`src/rtl/prog_sequencer.sv`:
```
// Fetch/sequencing unit: program counter, writable jump-target LUT, req/done handshake,
// halt-opcode detection, stall support and a RUN-cycle watchdog.
module prog_sequencer #(
  parameter int             D         = 12,
  parameter int             W         = 9,
  parameter int             L         = 5,
  parameter int             P         = 2,
  parameter int             R         = 6,
  parameter int             C         = 16,
  parameter logic [W-1:0]   HALT_CODE = 9'h1FF,
  parameter logic [C-1:0]   TIMEOUT   = 16'hFFFF
) (
  input  logic         clk,
  input  logic         reset,
  input  logic         req,
  input  logic [P-1:0] prog_sel,
  input  logic [W-1:0] mach_code,
  input  logic         stall,
  input  logic         absjump_en,
  input  logic [L-1:0] jump_idx,
  input  logic         reljump_en,
  input  logic [R-1:0] rel_off,
  input  logic         lut_we,
  input  logic [L-1:0] lut_waddr,
  input  logic [D-1:0] lut_wdata,
  output logic [D-1:0] prog_ctr,
  output logic         fetch_valid,
  output logic         done,
  output logic         timeout,
  output logic [C-1:0] cycle_cnt
);

  typedef enum logic [1:0] {
    S_IDLE = 2'd0,
    S_RUN  = 2'd1,
    S_HALT = 2'd2
  } state_e;

  localparam logic [C-1:0] WD_LAST = TIMEOUT - {{(C-1){1'b0}}, 1'b1};

  state_e         state_q;
  logic           req_q;
  logic           done_q;
  logic           timeout_q;
  logic [D-1:0]   prog_ctr_q;
  logic [C-1:0]   cycle_cnt_q;
  logic [D-1:0]   lut_q [2**L];

  logic           accept_s;
  logic           halt_s;
  logic [L-1:0]   start_idx_s;
  logic [D-1:0]   rel_ext_s;
  logic [D-1:0]   prog_ctr_d;
  logic [C-1:0]   cycle_cnt_d;

  assign accept_s    = req & ~req_q;
  assign halt_s      = (mach_code == HALT_CODE) && !stall;
  assign start_idx_s = {{(L-P){1'b0}}, prog_sel};
  assign rel_ext_s   = {{(D-R){rel_off[R-1]}}, rel_off};

  always_comb begin
    prog_ctr_d  = prog_ctr_q + {{(D-1){1'b0}}, 1'b1};
    cycle_cnt_d = cycle_cnt_q;
    if (absjump_en) begin
      prog_ctr_d = lut_q[jump_idx];
    end else if (reljump_en) begin
      prog_ctr_d = prog_ctr_q + rel_ext_s;
    end else begin
      prog_ctr_d = prog_ctr_q + {{(D-1){1'b0}}, 1'b1};
    end
    // Saturate rather than wrap so a long run never reports a small count.
    if (&cycle_cnt_q) begin
      cycle_cnt_d = cycle_cnt_q;
    end else begin
      cycle_cnt_d = cycle_cnt_q + {{(C-1){1'b0}}, 1'b1};
    end
  end

  // Jump-target LUT: reads see the pre-write contents during a write cycle.
  always_ff @(posedge clk or posedge reset) begin
    if (reset) begin
      for (int i = 0; i < 2**L; i++) begin
        lut_q[i] <= '0;
      end
    end else if (lut_we) begin
      lut_q[lut_waddr] <= lut_wdata;
    end
  end

  always_ff @(posedge clk or posedge reset) begin
    if (reset) begin
      state_q     <= S_IDLE;
      req_q       <= 1'b0;
      done_q      <= 1'b0;
      timeout_q   <= 1'b0;
      prog_ctr_q  <= '0;
      cycle_cnt_q <= '0;
    end else begin
      req_q <= req;
      case (state_q)
        S_RUN: begin
          cycle_cnt_q <= cycle_cnt_d;
          if (halt_s) begin
            state_q <= S_HALT;
            done_q  <= 1'b1;
          end else begin
            if (!stall) begin
              prog_ctr_q <= prog_ctr_d;
            end
            // Watchdog fires on the TIMEOUT-th RUN cycle; a halt in that cycle wins.
            if (cycle_cnt_q == WD_LAST) begin
              state_q   <= S_HALT;
              done_q    <= 1'b1;
              timeout_q <= 1'b1;
            end
          end
        end
        default: begin
          if (accept_s) begin
            state_q     <= S_RUN;
            prog_ctr_q  <= lut_q[start_idx_s];
            cycle_cnt_q <= '0;
            done_q      <= 1'b0;
            timeout_q   <= 1'b0;
          end
        end
      endcase
    end
  end

  assign prog_ctr    = prog_ctr_q;
  assign fetch_valid = (state_q == S_RUN);
  assign done        = done_q;
  assign timeout     = timeout_q;
  assign cycle_cnt   = cycle_cnt_q;

endmodule

```
`config.mk`:
```
export PLATFORM = sky130hd
export DESIGN_NAME = prog_sequencer
export DESIGN_NICKNAME = d
export VERILOG_FILES = /design/src/rtl/prog_sequencer.sv
export SDC_FILE = /design/constraint.sdc
export NUM_CORES = 1
export LEC_CHECK = 0
export BUFFER_PORTS_ARGS = -buffer_cell sky130_fd_sc_hd__buf_2
export CORE_ASPECT_RATIO = 1.2
export CORE_MARGIN = 2
export CORE_UTILIZATION = 57
export CTS_BUF_LIST = sky130_fd_sc_hd__clkbuf_4
export DETAILED_ROUTE_END_ITERATION = 8
export PLACE_DENSITY = 0.77
export SYNTH_ARGS = -nofsm -noshare
export SYNTH_HDL_FRONTEND = slang
export SYNTH_SLANG_ARGS = --single-unit
```
`constraint.sdc`:
```
create_clock -name clk -period 14.38 [get_ports clk]
set_input_delay 2.876 -clock clk [delete_from_list [all_inputs] [get_ports clk]]
set_output_delay 2.876 -clock clk [all_outputs]
set_load 0.005 [all_outputs]
```
==> impl_metrics.env, run 1 <==
export IMPL_ioPinCount=77
export IMPL_rsz0062_at_grt="false"
export IMPL_routedWlPerCell_um=24.3
export IMPL_path_cells="buf_6 -> buf_4 -> mux4_2 -> nor2b_1 -> a2111oi_0 -> nor4_1 -> nor4b_1 -> nor3_1"
export IMPL_cp_top_family="buffers and inverters"
export IMPL_grt_max_degree=85
export IMPL_timing_hold_ws_ns=0.485
export IMPL_grt_use_total_pct=27.3
export IMPL_clock_sinks=416
export IMPL_die_h_um=209
export IMPL_placed_cells=1820
export IMPL_synth_most_common_cell="dfrtp_1"
export IMPL_fin_crit_sh_pct=38.4
export IMPL_p_per_area_nw_per_um2=141
export IMPL_cts_htree_levels=3
export IMPL_start_util_pct=57.6
export IMPL_hold_class="flip-flop to flip-flop"
export IMPL_cts_buffers=98
export IMPL_fp_coreArea_um2=34700
export IMPL_slew_violations=0
export IMPL_dieWidth_um=175
export IMPL_critPathMaxStageDelay_ns=0.83
export IMPL_synth_distinct_cells=61
export IMPL_worst_pin_slew_ns=1.13
export IMPL_setup_tns_final_ns=0
export IMPL_clk_pin_slew_worst_paths_ns=0.08
export IMPL_totalWireLength_um=48100
export IMPL_setup_viol=0
export IMPL_hold_viol=0
export IMPL_post_cts_buffers=0
export IMPL_cap_viol_max_count=0
export IMPL_timing_rr_start="state_q[1]$_DFFE_PP0P_"
export IMPL_setup_slack_ns=8.86
export IMPL_fin_crit_ns=5.52
export IMPL_fillers=2604
export IMPL_worstSetupEndpoint="prog_ctr[10]$_DFFE_PP0P_"
export IMPL_finClkSkew_ns=0.0381
export IMPL_placed_cell_area_um2=20600
export IMPL_synthToLayoutAreaGrowth_pct=8.87
export IMPL_firstDrtPassIters=5
export IMPL_design_power_total_mw=3.07
export IMPL_endpoint_kind="flip-flop"
export IMPL_place_ws_ns=8.09
export IMPL_outcome="finished clean"
export IMPL_path_class="input port to flip-flop"
export IMPL_syn_nets=1435
export IMPL_viasPerCell=6.30
export IMPL_cts_root_buffer="clkbuf_4"
export IMPL_critical_path_arrival_ns=6.13
export IMPL_die_area_um2=36600
export IMPL_gp_congestion=0.889
export IMPL_antenna_found_initial=3
export IMPL_ys_ff_latch=416
export IMPL_start_kind="input port"
export IMPL_synth_common_cells="dfrtp_1 (416), mux2_2 (385), mux4_2 (116), clkbuf_1 (89), nand2_1 (51)"
export IMPL_synth_largest_area_cell="dfrtp_1"
export IMPL_cp_required_ns=14.99
export IMPL_startpoint="jump_idx[0]"
export IMPL_numPortBuffers=76
export IMPL_synth_edf_count=0
export IMPL_finalNetCount=1512
export IMPL_yosysWarnings=0
export IMPL_slowest_stage="buf_4"
export IMPL_p_leak_nw=9.78
export IMPL_synth_area_um2=20000
export IMPL_synthTopCellsByArea="dfrtp_1 (52%), mux2_2 (22%), mux4_2 (13%)"
export IMPL_crit_reg2reg_capture="prog_ctr[6]$_DFFE_PP0P_"
export IMPL_synthDominantCellAreaShare_pct=52.1
export IMPL_postSynthAreaPerCell_um2=14.5
export IMPL_path_max_fanout=49
export IMPL_postLayoutCoreUtil_pct=62.7
export IMPL_dp_hpwl_um=30100
export IMPL_grt_ovfl_total=0
export IMPL_cp_num_cells=8
export IMPL_num_rows=75
export IMPL_fmax_ghz=0.181
export IMPL_cts_tree="done"
export IMPL_rrSetupSlack_ns=11.35
export IMPL_drc=0
export IMPL_ys_async_sr_fraction_pct=100
export IMPL_clk_latency_ns=0.76
export IMPL_num_vias=12499
export IMPL_final_cells=1983
export IMPL_drtAntennaViolNets=0
export IMPL_drt_iter0_drc=925
export IMPL_ys_seq_area_share_pct=52.1
export IMPL_clockBufferDepth=3
export IMPL_cts_hold_buf=0
export IMPL_postSynthCellCount=1381
export IMPL_irDropWorstVdd_v=0.0000531
export IMPL_synthFlopType="dfrtp_1"
export IMPL_slew_headroom_pct=24.4
export IMPL_design_area_um2=21800
export IMPL_grt_pass1_vias=12999
export IMPL_drive_gt1_share_pct=49.5
export IMPL_cts_resized=0
export IMPL_reg2regPathDepth=6
export IMPL_crit_buf_inv=2
export IMPL_grt_pass1_wl_um=75600
routing by layer:
| layer | up-vias | global-route usage, % | wire, um | part of all wire [%] |
|---|---|---|---|---|
| met5 | - | 0 | 0 | 0 |
| li1 | 5350 | - | - | - |
| met1 | 6605 | 37.3 | 19900 | 41 |
| met2 | 450 | 44.6 | 24000 | 50 |
| met4 | 0 | 10.2 | 1350 | 2.8 |
| met3 | 94 | 4.44 | 2920 | 6.1 |
worst min path at each step:
stage / startpoint / depth (start not counted) / end
2_1_floorplan: state_q[0]$_DFFE_PP0P_ / 1 / state_q[0]$_DFFE_PP0P_
3_3_place_gp: state_q[0]$_DFFE_PP0P_ / 1 / state_q[0]$_DFFE_PP0P_
3_5_place_dp: state_q[0]$_DFFE_PP0P_ / 1 / state_q[0]$_DFFE_PP0P_
4_1_cts: state_q[0]$_DFFE_PP0P_ / 1 / state_q[0]$_DFFE_PP0P_
5_1_grt: lut_q[6]$_DFFE_PP0P_ / 1 / lut_q[6]$_DFFE_PP0P_
6_report: timeout$_DFFE_PP0P_ / 2 / timeout$_DFFE_PP0P_
cell usage in the layout, fill, tap and decap left out, types with 6 or more instances in the layout:
cell and count:
xnor2_1 15, nor2_2 12, dfrtp_1 416, a21o_1 6, buf_2 74, buf_4 15, clkinv_1 20, a211oi_1 7
mux2i_1 25, ha_1 7, and2_1 9, nand4_1 8, mux2_2 385, inv_1 16, nand2_1 51, nor2b_1 6
nor3_1 17, and3_1 9, clkbuf_4 137, nor2_1 35, nand3_1 20, mux4_2 116, a21oi_1 12, o21ai_0 17
flip-flops by register name, indices dropped and copies added, names as in the netlist:
| signal | count |
|---|---|
| cycle_cnt | 16 |
| lut_q | 384 |
| state_q | 2 |
| timeout | 1 |
| req_q | 1 |
| prog_ctr | 12 |
report_power, final:
group / internal [mW] / switching, mW
sequential: 1.40 / 0.145
combinational: 0.359 / 0.270
clock: 0.451 / 0.444
total: 2.21 / 0.859
cells by family (layout without fill, tap and decap cells):
kind of cell | after synthesis | after routing | synth area share (%)
muxes | 526 | 526 | 36.0
DFF | 416 | 416 | 52.1
and+or+nand+nor | 197 | 197 | 4.86
buffers and inverters | 132 | 268 | 2.76
AOI/OAI and AO/OA | 85 | 85 | 2.98
xor gates and xnor gates | 17 | 17 | 0.745
adders and majority gates | 8 | 8 | 0.538
other | 0 | 4 | 0
area by class of cell:
class                           instances  area [um2]  share of cell area (%)
Clock inverter                         22         109                   0.500
Tap cell                              462         578                    2.66
Sequential cell                       416       10400                    47.8
Multi-Input combinational cell        833        9050                    41.6
Timing Repair Buffer                   90         494                    2.27
Inverter                               19        75.1                   0.345
Clock buffer                          137        1030                    4.73
Antenna cell                            4        10.0                  0.0460
worst register-to-register path, cell delays in order, from the launching register on:
cell	delay, ns
dfrtp_1	0.37
nand2b_1	0.50
clkinv_1	0.54
o311a_1	0.38
nor2_1	0.76
a311oi_1	0.11
a32o_1	0.26
No activity file was read; power rests on OpenSTA's default activity.
==> inputs of run 2 (changes only) <==
--- a/config.mk
+++ b/config.mk
@@ -11,7 +11,7 @@
 export CORE_UTILIZATION = 57
 export CTS_BUF_LIST = sky130_fd_sc_hd__clkbuf_4
 export DETAILED_ROUTE_END_ITERATION = 8
-export PLACE_DENSITY = 0.77
+export PLACE_DENSITY = 0.74
 export SYNTH_ARGS = -nofsm -noshare
 export SYNTH_HDL_FRONTEND = slang
 export SYNTH_SLANG_ARGS = --single-unit
==> constraint.sdc (replaced) <==
create_clock -name clk -period 5.5 [get_ports clk]
set_input_delay 1.1 -clock clk [delete_from_list [all_inputs] [get_ports clk]]
set_output_delay 1.1 -clock clk [all_outputs]
set_load 0.005 [all_outputs]
==> run 2 against run 1 <==
Final area grew 0.51%; sequential cell count is the same; die area is the same; register-to-register slack lost 8.8 ns; total power grew to 2.7 times the previous value; combinational power grew to 2.6 times the previous value; non-clock buffer count shrank 3; routed wire length shrank 1.1%; largest power group unchanged; highest routed layer is now met5.
==> impl_metrics.env, run 2 (synthesis gave the netlist of run 1 again) <==
export IMPL_cp_required_ns=4.40
export IMPL_fillers=2628
export IMPL_fp_coreArea_um2=34700
export IMPL_p_leak_nw=9.83
export IMPL_p_per_area_nw_per_um2=372
export IMPL_postLayoutCoreUtil_pct=63.0
export IMPL_final_common_cell="dfrtp_1"
export IMPL_dieWidth_um=175
export IMPL_drtAntennaViolNets=0
export IMPL_drt_iter0_drc=855
export IMPL_worst_pin_slew_ns=1.16
export IMPL_cts_root_buffer="clkbuf_4"
export IMPL_path_cells="nand2b_1 -> clkinv_1 -> buf_2"
export IMPL_dp_hpwl_um=29900
export IMPL_finalNetCount=1513
export IMPL_final_cell_mix="dfrtp_1 (416), mux2_2 (385), clkbuf_4 (152)"
export IMPL_finClkSkew_ns=0.0371
export IMPL_cts_htree_levels=3
export IMPL_grt_max_degree=117
export IMPL_grt_pass1_vias=12898
export IMPL_endpoint_kind="output pin"
export IMPL_rsz0062_at_grt="false"
export IMPL_viasPerCell=6.25
export IMPL_grt_use_total_pct=26.9
export IMPL_irDropWorstVdd_v=0.000142
export IMPL_critPathMaxStageDelay_ns=0.55
export IMPL_totalWireLength_um=47600
export IMPL_hold_class="input port to asynchronous set/reset pin"
export IMPL_largest_reg_flops=384
export IMPL_cp_num_cells=3
export IMPL_routedWlPerCell_um=24.1
export IMPL_largest_register="lut_q"
export IMPL_cts_resized=0
export IMPL_path_class="flip-flop to output pin"
export IMPL_cts_tree="done"
export IMPL_drc=0
export IMPL_start_util_pct=57.6
export IMPL_grt_pass1_wl_um=74500
export IMPL_clock_sinks=416
export IMPL_num_rows=75
export IMPL_slew_headroom_pct=22.5
export IMPL_die_h_um=209
export IMPL_clk_pin_slew_worst_paths_ns=0.07
export IMPL_start_kind="flip-flop"
export IMPL_clockBufferDepth=3
export IMPL_seq_area_um2=10400
export IMPL_grt_ovfl_total=0
export IMPL_slew_violations=0
export IMPL_synthToLayoutAreaGrowth_pct=9.42
export IMPL_num_vias=12364
export IMPL_design_power_total_mw=8.14
export IMPL_setup_viol=0
export IMPL_slowest_stage="nand2b_1"
export IMPL_firstDrtPassIters=5
export IMPL_multi_input_area_um2=9060
export IMPL_drive_gt1_share_pct=50.6
export IMPL_antenna_found_initial=3
export IMPL_outcome="finished clean"
export IMPL_clk_latency_ns=0.76
export IMPL_numPortBuffers=76
export IMPL_cts_buffers=102
export IMPL_fin_crit_ns=3.54
export IMPL_hold_viol=0
export IMPL_path_max_fanout=16
export IMPL_reg2regPathDepth=6
export IMPL_fin_crit_sh_pct=64.4
export IMPL_fmax_ghz=0.283
export IMPL_post_cts_buffers=0
export IMPL_die_area_um2=36600
export IMPL_cp_top_family="buffers and inverters"
export IMPL_crit_buf_inv=2
export IMPL_critical_path_arrival_ns=2.44
export IMPL_ioPinCount=77
export IMPL_gp_congestion=0.859
export IMPL_cap_viol_max_count=0
export IMPL_cts_hold_buf=0
[run 2: cell types whose count changed in the layout (fill, tap and decap cells not counted)]
| cell | change |
|---|---|
| buf_4 | -8 |
| nor2_2 | +4 |
| inv_2 | -1 |
| diode_2 | -3 |
| nor2_1 | -4 |
| clkinvlp_4 | +1 |
| clkinv_1 | -13 |
| buf_12 | +5 |
| clkbuf_4 | +15 |
[run 2: final cells by class]
class                      instances  area share (%)
clock buffer                     152            5.22
inverter                          19           0.343
sequential                       416            47.6
timing repair buffer              87            2.44
clock inverter                     9           0.292
tap                              462            2.64
antenna                            1          0.0114
multi-input combinational        833            41.4
[run 2: final timing paths]
kind                                        startpoint                  endpoint  slack [ns]
worst min register to register  state_q[0]$_DFFE_PP0P_    state_q[0]$_DFFE_PP0P_        0.49
min in group clk                                   req           req_q$_DFF_PP0_        0.48
worst max register to register  state_q[1]$_DFFE_PP0P_  prog_ctr[11]$_DFFE_PP0P_        2.55
worst max-delay path            state_q[1]$_DFFE_PP0P_               fetch_valid        1.96
max in group asynchronous                        reset    lut_q[104]$_DFFE_PP0P_        3.92
worst min-delay path                             reset    lut_q[368]$_DFFE_PP0P_        0.36
[run 2: routing by layer]
metal	GRT usage, %	routed length, um
met3	5.24	2560
met1	35.3	19900
met4	9.57	1310
met2	44.8	23900
met5	0	13
[run 2: where the power goes]
part           total [mW]  internal, mW  switching (mW)  leakage, nW
Sequential           4.04          3.67           0.373         5.33
Clock                2.44          1.28            1.16        0.727
Combinational        1.66         0.944           0.716         3.78
[run 2: through the flow]
stage / hold WS (ns) / cells / setup WS (ns) / area, um2 / setup TNS (ns)
2_1_floorplan: 0.451 / 1381 / -1.21 / 20000 / -503.18
6_report: 0.363 / 1979 / 1.96 / 21900 / 0
3_5_place_dp: 0.471 / 1817 / 1.67 / 20700 / 0
4_1_cts: 0.318 / 1978 / 1.94 / 21900 / 0
3_3_place_gp: 0.462 / 1817 / 1.67 / 20700 / 0
5_1_grt: 0.338 / 1979 / 1.82 / 21900 / 0
